## src/rtl/alu_cmd_if.sv

```systemverilog
// Host command/response and ALU operand/result signals of the ALU command driver.
// Handshake: a transfer happens on the rising edge where valid && ready; valid never waits on ready.
interface alu_cmd_if #(
    parameter int N = 4,
    parameter int M = 8,
    parameter int K = 8
);
    logic         i_cmd_valid;
    logic         o_cmd_ready;
    logic [N-1:0] i_cmd_op;
    logic [M-1:0] i_cmd_A;
    logic [M-1:0] i_cmd_B;
    logic [N-1:0] o_alu_op;
    logic [M-1:0] o_alu_A;
    logic [M-1:0] o_alu_B;
    logic [K-1:0] i_alu_result;
    logic [3:0]   i_alu_status;
    logic         o_rsp_valid;
    logic         i_rsp_ready;
    logic [K-1:0] o_rsp_result;
    logic [3:0]   o_rsp_status;
    logic         o_busy;
    logic [15:0]  o_issued_cnt;

    modport slave (
        input  i_cmd_valid, i_cmd_op, i_cmd_A, i_cmd_B,
        input  i_alu_result, i_alu_status, i_rsp_ready,
        output o_cmd_ready, o_alu_op, o_alu_A, o_alu_B,
        output o_rsp_valid, o_rsp_result, o_rsp_status, o_busy, o_issued_cnt
    );

    modport master (
        output i_cmd_valid, i_cmd_op, i_cmd_A, i_cmd_B,
        output i_alu_result, i_alu_status, i_rsp_ready,
        input  o_cmd_ready, o_alu_op, o_alu_A, o_alu_B,
        input  o_rsp_valid, o_rsp_result, o_rsp_status, o_busy, o_issued_cnt
    );
endinterface

```

## src/rtl/alu_cmd_driver.sv

```systemverilog
// Issues host commands to a fixed-latency ALU and returns results in order through
// a credit-protected response FIFO, so no ALU result can ever be dropped.
module alu_cmd_driver #(
    parameter int N     = 4,
    parameter int M     = 8,
    parameter int K     = 8,
    parameter int LAT   = 1,
    parameter int DEPTH = 4
) (
    input  logic      i_clk,
    input  logic      i_reset,
    alu_cmd_if.slave  bus
);
    localparam int PW = (DEPTH > 1) ? $clog2(DEPTH) : 1;
    localparam int CW = $clog2(DEPTH + 1);
    localparam int SW = CW + 3;
    localparam logic [CW-1:0] FULL = CW'(DEPTH);

    logic [N-1:0]  r_alu_op;
    logic [M-1:0]  r_alu_A;
    logic [M-1:0]  r_alu_B;
    logic [LAT:0]  r_tag;
    logic [K-1:0]  r_mem_result [DEPTH];
    logic [3:0]    r_mem_status [DEPTH];
    logic [PW-1:0] r_wr_ptr;
    logic [PW-1:0] r_rd_ptr;
    logic [CW-1:0] r_count;
    logic [15:0]   r_issued;

    logic [SW-1:0] w_inflight;
    logic [SW-1:0] w_occupancy;
    logic          w_ready;
    logic          w_accept;
    logic          w_capture;
    logic          w_rsp_valid;
    logic          w_pop;

    // Every tag bit is a result the FIFO has already promised a slot to.
    always_comb begin
        w_inflight = '0;
        for (int i = 0; i <= LAT; i++) begin
            w_inflight = w_inflight + SW'(r_tag[i]);
        end
    end

    assign w_occupancy = w_inflight + SW'(r_count);
    assign w_ready     = w_occupancy < SW'(DEPTH);
    assign w_accept    = bus.i_cmd_valid && w_ready;
    assign w_capture   = r_tag[LAT];
    assign w_rsp_valid = r_count != '0;
    assign w_pop       = w_rsp_valid && bus.i_rsp_ready;

    always_ff @(posedge i_clk or negedge i_reset) begin
        if (!i_reset) begin
            r_alu_op <= '0;
            r_alu_A  <= '0;
            r_alu_B  <= '0;
            r_tag    <= '0;
            r_wr_ptr <= '0;
            r_rd_ptr <= '0;
            r_count  <= '0;
            r_issued <= '0;
        end else begin
            if (w_accept) begin
                r_alu_op <= bus.i_cmd_op;
                r_alu_A  <= bus.i_cmd_A;
                r_alu_B  <= bus.i_cmd_B;
                r_issued <= r_issued + 16'd1;
            end
            r_tag <= {r_tag[LAT-1:0], w_accept};
            if (w_capture) begin
                r_wr_ptr <= r_wr_ptr + PW'(1);
            end
            if (w_pop) begin
                r_rd_ptr <= r_rd_ptr + PW'(1);
            end
            case ({w_capture, w_pop})
                2'b10:   r_count <= r_count + CW'(1);
                2'b01:   r_count <= r_count - CW'(1);
                default: r_count <= r_count;
            endcase
        end
    end

    // Storage needs no reset: r_count gates every read of it.
    always_ff @(posedge i_clk) begin
        if (w_capture) begin
            r_mem_result[r_wr_ptr] <= bus.i_alu_result;
            r_mem_status[r_wr_ptr] <= bus.i_alu_status;
        end
    end

    assign bus.o_cmd_ready  = w_ready;
    assign bus.o_alu_op     = r_alu_op;
    assign bus.o_alu_A      = r_alu_A;
    assign bus.o_alu_B      = r_alu_B;
    assign bus.o_rsp_valid  = w_rsp_valid;
    assign bus.o_rsp_result = w_rsp_valid ? r_mem_result[r_rd_ptr] : '0;
    assign bus.o_rsp_status = w_rsp_valid ? r_mem_status[r_rd_ptr] : '0;
    assign bus.o_busy       = (w_inflight != '0) || (r_count != '0);
    assign bus.o_issued_cnt = r_issued;

    a_credit_safe: assert property (@(posedge i_clk) disable iff (!i_reset)
        !(w_capture && (r_count == FULL) && !w_pop));
endmodule

```

## src/flat_wrapper.sv

```systemverilog
// flat-port wrapper written by rule: the top's interface ports become plain ports
module alu_cmd_driver_flat 
#(
    parameter int N     = 4,
    parameter int M     = 8,
    parameter int K     = 8,
    parameter int LAT   = 1,
    parameter int DEPTH = 4
)
  (i_clk, i_reset, bus_i_cmd_valid, bus_i_cmd_op, bus_i_cmd_A, bus_i_cmd_B, bus_i_alu_result, bus_i_alu_status, bus_i_rsp_ready, bus_o_cmd_ready, bus_o_alu_op, bus_o_alu_A, bus_o_alu_B, bus_o_rsp_valid, bus_o_rsp_result, bus_o_rsp_status, bus_o_busy, bus_o_issued_cnt);
  alu_cmd_if #(.N(N), .M(M), .K(K)) bus_i ();
  input  logic i_clk;
  input  logic i_reset;
  input wire logic [$bits(bus_i.i_cmd_valid)-1:0] bus_i_cmd_valid;
  input wire logic [$bits(bus_i.i_cmd_op)-1:0] bus_i_cmd_op;
  input wire logic [$bits(bus_i.i_cmd_A)-1:0] bus_i_cmd_A;
  input wire logic [$bits(bus_i.i_cmd_B)-1:0] bus_i_cmd_B;
  input wire logic [$bits(bus_i.i_alu_result)-1:0] bus_i_alu_result;
  input wire logic [$bits(bus_i.i_alu_status)-1:0] bus_i_alu_status;
  input wire logic [$bits(bus_i.i_rsp_ready)-1:0] bus_i_rsp_ready;
  output wire logic [$bits(bus_i.o_cmd_ready)-1:0] bus_o_cmd_ready;
  output wire logic [$bits(bus_i.o_alu_op)-1:0] bus_o_alu_op;
  output wire logic [$bits(bus_i.o_alu_A)-1:0] bus_o_alu_A;
  output wire logic [$bits(bus_i.o_alu_B)-1:0] bus_o_alu_B;
  output wire logic [$bits(bus_i.o_rsp_valid)-1:0] bus_o_rsp_valid;
  output wire logic [$bits(bus_i.o_rsp_result)-1:0] bus_o_rsp_result;
  output wire logic [$bits(bus_i.o_rsp_status)-1:0] bus_o_rsp_status;
  output wire logic [$bits(bus_i.o_busy)-1:0] bus_o_busy;
  output wire logic [$bits(bus_i.o_issued_cnt)-1:0] bus_o_issued_cnt;
  assign bus_i.i_cmd_valid = bus_i_cmd_valid;
  assign bus_i.i_cmd_op = bus_i_cmd_op;
  assign bus_i.i_cmd_A = bus_i_cmd_A;
  assign bus_i.i_cmd_B = bus_i_cmd_B;
  assign bus_i.i_alu_result = bus_i_alu_result;
  assign bus_i.i_alu_status = bus_i_alu_status;
  assign bus_i.i_rsp_ready = bus_i_rsp_ready;
  assign bus_o_cmd_ready = bus_i.o_cmd_ready;
  assign bus_o_alu_op = bus_i.o_alu_op;
  assign bus_o_alu_A = bus_i.o_alu_A;
  assign bus_o_alu_B = bus_i.o_alu_B;
  assign bus_o_rsp_valid = bus_i.o_rsp_valid;
  assign bus_o_rsp_result = bus_i.o_rsp_result;
  assign bus_o_rsp_status = bus_i.o_rsp_status;
  assign bus_o_busy = bus_i.o_busy;
  assign bus_o_issued_cnt = bus_i.o_issued_cnt;
  alu_cmd_driver #(.N(N), .M(M), .K(K), .LAT(LAT), .DEPTH(DEPTH)) u_core (.i_clk(i_clk), .i_reset(i_reset), .bus(bus_i));
endmodule
```

## config.mk

```make
export PLATFORM = sky130hd
export DESIGN_NAME = alu_cmd_driver_flat
export DESIGN_NICKNAME = d
export VERILOG_FILES = /design/src/rtl/alu_cmd_if.sv /design/src/rtl/alu_cmd_driver.sv /design/src/flat_wrapper.sv
export SDC_FILE = /design/constraint.sdc
export NUM_CORES = 1
export LEC_CHECK = 0
export BUFFER_PORTS_ARGS = -buffer_cell sky130_fd_sc_hd__buf_2
export CAP_MARGIN = 10
export CORE_MARGIN = 2
export CORE_UTILIZATION = 53
export CTS_CLUSTER_SIZE = 8
export DETAILED_ROUTE_END_ITERATION = 8
export GPL_TIMING_DRIVEN = 0
export HOLD_SLACK_MARGIN = 0.08
export PLACE_DENSITY_LB_ADDON = 0.05
export SYNTH_ARGS = -nofsm -noshare
export SYNTH_HDL_FRONTEND = slang
export SYNTH_SLANG_ARGS = --single-unit
```

## constraint.sdc

```tcl
create_clock -name i_clk -period 2.08 [get_ports i_clk]
set_input_delay 0.208 -clock i_clk [delete_from_list [all_inputs] [get_ports i_clk]]
set_output_delay 0.208 -clock i_clk [all_outputs]
set_load 0.01 [all_outputs]
```

==> metrics.txt, run 1 <==
status finished, final reports clean; Fillers 532; CP arrival around 1.8 ns; Peak supply drop around 0.00075 V; fin. max-slew vios 0; total CTS buffers 9; first-pass GRT wire length 10700 um; Simple-Gate Fraction of Synth Area 7.65%; Vias per Instance roughly 4.8; clock sink count 93; Clock Power Share around a fifth; antenna viol nets, final 0; RSZ-0062 raised after global routing false; count of final hold-check violations 0; Total GRT Usage 18.2%; Post-DP Area between 4000 and 5000 um2; GP Congestion ~0.75; post-synthesis sequential area ratio 66.8%; Pwr Total ~6.3 mW; Leakage Power 2.14 nW; startpoint types flip-flop; crit path max fanout 10; Post-synth top cells 48 x edfxtp_1, 45 x dfrtp_1, 21 x mux2_2, 17 x and2_1, 15 x xnor2_1; fraction of layout cells with a size suffix above 1 between 40% and 50%; die width 89.1 um; Area growth, synth to finish 29.9%; mapped cell area a little under 4000 um2; pwr dens between 1000 and 1500 nW/um2; #FFs+latches synth 93; initial antenna violation count 0; reg-to-reg critical path endpoint u_core.r_count[2]; RR Startpoint u_core.r_count[2]; sequential power share between 40% and 50%; average cell area after synthesis roughly 17 um2; flop-to-flop setup slack ~0.16 ns; number of remaining DRC errors 0; worst skew pair latency about 0.36 ns; CP required 1.87 ns; Detail Placement HPWL 4510 um; Worst Hold Depth 2; Post-Route WL ~7000 um; clk_skew slightly above 0.008 ns; Hold Path Origin bus_i_cmd_B[4]; TritonCTS clock tree yes; syn nets around 270; Max Root-Sink Buffers 2; switch share 32.4%; Setup TNS 0 ns; full die area between 7000 and 8000 um2; relative slew slack roughly 34%; combinational share of power ~38%; multiplexer share of the synthesized area 13.8%; Core Region roughly 7000 um2; input/output buffers 86; Synth Flop Type edfxtp_1; reg2reg path depth 9; Int Power 4.29 mW; DR vias ~2300; utilization after layout between 60% and 70%; row count 31; Yosys Warn Count 0; final setup violation count 0; CP endpoint kind primary output; pin count of the biggest net entering global routing between 40 and 50; most frequent cell after synthesis edfxtp_1; routed length per placed instance 14.9 um; clk root buf clkbuf_8; DRT iter0 DRCs 110; I/O pin count 87; worst hold path type input port to flip-flop; main combinational cell family by area after synthesis multiplexers; fin crit period 1.99 ns; Worst Hold Endpoint u_core.bus.o_alu_B[4]; vias in the first global route 2252; Die Y around 89 um; H-tree levels 3; Post-Layout Cell Count around 470; Netlist cell types 28; fmax between 500 and 600 MHz; Worst-path clk slew 0.09 ns; DRT Pass-1 Iters 4; post-synthesis compound-gate area fraction 0.684%; Max-Cap Viols 0; post-synth top area cell edfxtp_1; Total Nets Final roughly 400; Tightest Pin Transition 0.987 ns; final instance area between 4000 and 5000 um2; cell total after placement approximately 410; antenna diode count 0; initial core utilization a little over half; asr flop ratio synth 48.4%; Synth top area share 37.5%; gr ovfl total 0; EDFF count, synth 48; post-synthesis xor/xnor area fraction under 10%; Psw 2.05 mW; Synth Area in Adders 3.45%; CP Class flip-flop to primary output; Syn Inst Count 228; fin crit share 95.6%; largest cells by area after synthesis edfxtp_1 38%, dfrtp_1 29%, mux2_2 6.2%, mux4_2 4.7%, xnor2_1 3.4%
[critical path, cell delays in order, from the launching register on]
cell     delay (ns)
dfrtp_1        0.35
buf_6          0.13
buf_12         0.15
mux4_2         0.50
and2_1         0.16
buf_2          0.13
[cell families after synthesis]
group	Yosys count
muxes	34
buffers and inverters	17
AOI/OAI and AO/OA	2
DFF	93
and+or+nand+nor	51
xor gates and xnor gates	21
adders and majority gates	10
[cell type report]
type	count	area, um2	share of cell area [%]
Sequential cell	93	2570	51.5
Clock buffer	9	124	2.48
Buffer	8	72.6	1.45
Clock inverter	7	88.8	1.78
Tap cell	99	124	2.48
Multi-Input combinational cell	118	1180	23.6
Inverter	9	33.8	0.677
Timing Repair Buffer	125	803	16.1
[routing by layer]
layer  vias up  GRT usage (%)  wire [um]
li1       1103              -          -
met1      1100           23.2       3030
met2        45           31.1       3630
met3         8           2.77        203
met4         0           7.73         95
met5         -              0          0
[flip-flops by register name, indices dropped and copies added (netlist names)]
signal / cells
u_core.r_mem_result: 32
u_core.bus.o_issued_cnt: 16
u_core.r_mem_status: 16
u_core.bus.o_alu_A: 8
u_core.bus.o_alu_B: 8
u_core.bus.o_alu_op: 4
u_core.r_count: 3
u_core.r_rd_ptr: 2
u_core.r_tag: 2
u_core.r_wr_ptr: 2
[power groups by stage]
| stage | logic [mW] | clock network, mW | registers (mW) |
|---|---|---|---|
| global placement | 2.20 | 0 | 2.73 |
| detailed placement | 2.25 | 0 | 2.74 |
| CTS | 2.30 | 1.29 | 2.71 |
| floorplan | 1.39 | 0 | 2.82 |
| finish | 2.38 | 1.26 | 2.69 |
| global route | 2.64 | 1.37 | 2.75 |
[placed cells by master, fill, tap and decap left out, drive strengths merged, types with 2 or more instances in the layout]
master and n:
and2 17, and3 4, and4 2, buf 100
clkbuf 10, dfrtp 45, dlygate4sd3 32, edfxtp 48
ha 9, inv 13, mux2 21, mux4 12
nand2 8, nand3 8, nand4 5, nor2 3
nor2b 2, xnor2 15, xor2 6
[per-stage QoR]
stage | hold WS [ns] | setup slack (ns)
after global placement | 0.393 | 0.0637
after detailed placement | 0.402 | 0.0438
after global routing | 0.0855 | 0.000488
after floorplan | -0.0876 | 0.264
final | 0.105 | 0.0917
after CTS | 0.0843 | 0.0162
[repair_timing]
action                                  4_1_cts  5_1_grt
hold buffers                                 32        0
buffers inserted                              0        7
endpoints found under the setup margin        2        8
endpoints found under the hold margin       112        0
gates resized for setup                       2        2
[worst max path at each step]
stage / endpoint / slack, ns / start / cells past startpoint
after floorplan: u_core.bus.o_issued_cnt[13] / 0.26 / u_core.r_tag[1] / 7
after global placement: u_core.r_count[2] / 0.06 / u_core.r_count[0] / 9
after detailed placement: u_core.r_count[2] / 0.04 / u_core.r_count[0] / 9
after CTS: bus_o_cmd_ready / 0.02 / u_core.r_tag[1] / 5
after global routing: bus_o_cmd_ready / 0.0005 / u_core.r_tag[0] / 5
final: bus_o_rsp_status[2] / 0.09 / u_core.r_rd_ptr[0] / 5
Power figures use the tool's default switching activity.
==> run 2: changes to the inputs <==
BUFFER_PORTS_ARGS = default   (was -buffer_cell sky130_fd_sc_hd__buf_2)
CORE_UTILIZATION = 62   (was 53)
DONT_BUFFER_PORTS = 1   (was default)
==> run 2 against run 1 <==
Net effect:
- global-route usage increased by 3.4 points
- critical path depth increased by 4
- worst setup slack better by 0.062 ns
- critical endpoint is now u_core.r_count[2]
- register-to-register slack is essentially flat
- first-iteration DRC count is 56% lower
- maximum frequency increased by 3.2%
- sequential power is 7% higher
- largest power group unchanged
- combinational power is 24% lower
- critical path type is now flip-flop to flip-flop
==> metrics.txt, run 2 (synthesis gave the netlist of run 1 again) <==
clock sink count 93 (unchanged); hold_ws 0.389 ns (+0.284 ns); combinational share of power 31.0% (-6.6 points); total CTS buffers 9 (unchanged); sequential power share 49.0% (+6.6 points); worst path cell trace nor3_2 -> inv_1 -> and2_4 -> ha_1 -> inv_1 -> fa_1 -> xor2_1 -> nor2_1 -> xor2_1; Peak supply drop 0.00103 V (+38%); antenna diode count 0 (unchanged); full die area 6840 um2 (-14%); cell total after placement 303 (-27%); clk root buf clkbuf_8; Worst-path clk slew 0.09 ns (about the same); input/output buffers 0 (-100%); peak per-stage delay on the critical path 0.40 ns (-0.10 ns); H-tree levels 3 (unchanged); final setup violation count 0 (unchanged); Core Region 5960 um2 (-17%); Total Nets Final 324 (-21%); antenna viol nets, final 0 (unchanged); Int Power 3.93 mW (-8.3%); worst slack, placed 0.0222 ns (-0.0217 ns); fmax 519 MHz (+3.2%); Clock Power Share 20.0% (about the same); DRT iter0 DRCs 48 (-56%); crit path max fanout 5 (-5); Max-Cap Viols 0 (unchanged); CP Launch Point u_core.r_count[1]; I/O pin count 87 (unchanged); Max Root-Sink Buffers 2 (unchanged); RR Startpoint u_core.r_count[1]; number of remaining DRC errors 0 (unchanged); fraction of layout cells with a size suffix above 1 23.0% (-18 points); CP bufs+invs 2 (-1); status finished, final reports clean; CP endpoint kind flip-flop; Detail Placement HPWL 4440 um (-1.7%); RSZ-0062 raised after global routing false; CP required 2.34 ns (+0.47 ns); worst hold path type input port to asynchronous set/reset pin; Vias per Instance 5.54 (+15%); reg-to-reg critical path endpoint u_core.r_count[2]; DRT Pass-1 Iters 4 (unchanged); reg2reg path depth 9 (unchanged); worst setup margin 0.154 ns (+0.0624 ns); max reg flops 32 (unchanged); Tightest Pin Transition 0.633 ns (-0.355 ns); CP Class flip-flop to flip-flop; Crit path max-delay family adder cells; Setup TNS 0 ns (unchanged); vias in the first global route 2091 (-7.1%); fin crit period 1.93 ns (-0.0624 ns); Psw 1.93 mW (-6.1%); utilization after layout 76.6% (+6.6 points); count of final hold-check violations 0 (unchanged); most frequent cells in the layout 48 x edfxtp_1, 43 x dfrtp_1, 34 x dlygate4sd3_1; commonest non-fill, non-tap cell in the layout edfxtp_1; Die Y 82.7 um (-7.2%); relative slew slack 57.8% (+24 points); Biggest register u_core.r_mem_result; flop-to-flop setup slack 0.15 ns (about the same); die width 82.7 um (-7.2%); fin crit share 92.6% (-3.0 points); Post-Route WL 6790 um (-2.3%); worst setup path endpoint u_core.r_count[2]; critical path depth 9 (+4); clk_skew 0.00979 ns (+0.00160 ns); TritonCTS clock tree yes; routed length per placed instance 19.0 um (+28%); initial core utilization 64.5% (+11 points); GP Congestion 0.722 (-4.1%); CP arrival 2.19 ns (+0.41 ns); Fillers 362 (-32%); Total GRT Usage 21.6% (+3.4 points); final instance area 4560 um2 (-8.7%); critical path's slowest cell dfrtp_1; row count 28 (-9.7%); switch share 32.9% (+0.52 points); pwr dens 1280 nW/um2 (+1.2%); DR vias 1983 (-12%); gr ovfl total 0 (unchanged); Area growth, synth to finish 18.7%; Pwr Total 5.86 mW (-7.6%); first-pass GRT wire length 10300 um (-3.4%); Leakage Power 1.80 nW (-16%); fin. max-slew vios 0 (unchanged); pin count of the biggest net entering global routing 46 (unchanged); Post-Layout Cell Count 358 (-24%); initial antenna violation count 0 (unchanged); startpoint types flip-flop; Post-DP Area 3940 um2 (-10%); worst skew pair latency 0.35 ns (about the same)
==> run 2: cell types whose count changed in the layout (fill, tap and decap cells not counted), sizes merged <==
cell	change
clkinvlp	+2
inv	-3
buf	-88
clkinv	+1
dlygate4sd3	+2
==> run 2: power groups by stage <==
| stage | Sequential (mW) | Clock, mW | Combinational [mW] |
|---|---|---|---|
| 6_report | 2.87 | 1.17 | 1.82 |
| 5_1_grt | 2.93 | 1.27 | 2.02 |
| 4_1_cts | 2.89 | 1.20 | 1.76 |
| 3_5_place_dp | 2.93 | 0 | 1.64 |
| 3_3_place_gp | 2.90 | 0 | 1.57 |
| 2_1_floorplan | 2.82 | 0 | 1.39 |
==> run 2: worst reg2reg max path: stages, from the launching register on <==
cell	delay (ns)
dfrtp_1	0.40
nor3_2	0.07
inv_1	0.13
and2_4	0.18
ha_1	0.18
inv_1	0.06
fa_1	0.38
xor2_1	0.15
nor2_1	0.12
xor2_1	0.18
==> run 2: cell type report <==
class                      count  area [um2]  share of cell area, %
multi-input combinational    118        1190                   26.2
sequential                    93        2570                   56.4
buffer                         8        72.6                   1.59
tap                           75        93.8                   2.06
clock buffer                   9         124                   2.72
clock inverter                 7        75.1                   1.65
inverter                       9        33.8                  0.741
timing repair buffer          39         398                   8.73
==> run 2: worst min-delay path by stage <==
stage / from / to / slack [ns]
6_report: i_reset / u_core.bus.o_issued_cnt[15] / 0.39
5_1_grt: i_reset / u_core.bus.o_issued_cnt[14] / 0.38
4_1_cts: bus_i_rsp_ready / u_core.r_rd_ptr[0] / 0.13
3_5_place_dp: i_reset / u_core.bus.o_alu_A[7] / -0.09
3_3_place_gp: i_reset / u_core.bus.o_alu_A[7] / -0.09
2_1_floorplan: i_reset / u_core.bus.o_alu_A[0] / -0.09
==> run 2: metal layers <==
layer / global-route usage [%] / wire length, um
met5: 0 / 0
met3: 5.54 / 307
met4: 10.3 / 87
met2: 36.0 / 3720
met1: 26.3 / 2680
==> run 2: what timing repair did <==
item                       4_1_cts  5_1_grt
gates resized for setup          2        5
buffers inserted                 1        3
hold endpoints to repair       113        1
hold buffers                    34        1
setup endpoints to repair        2       28
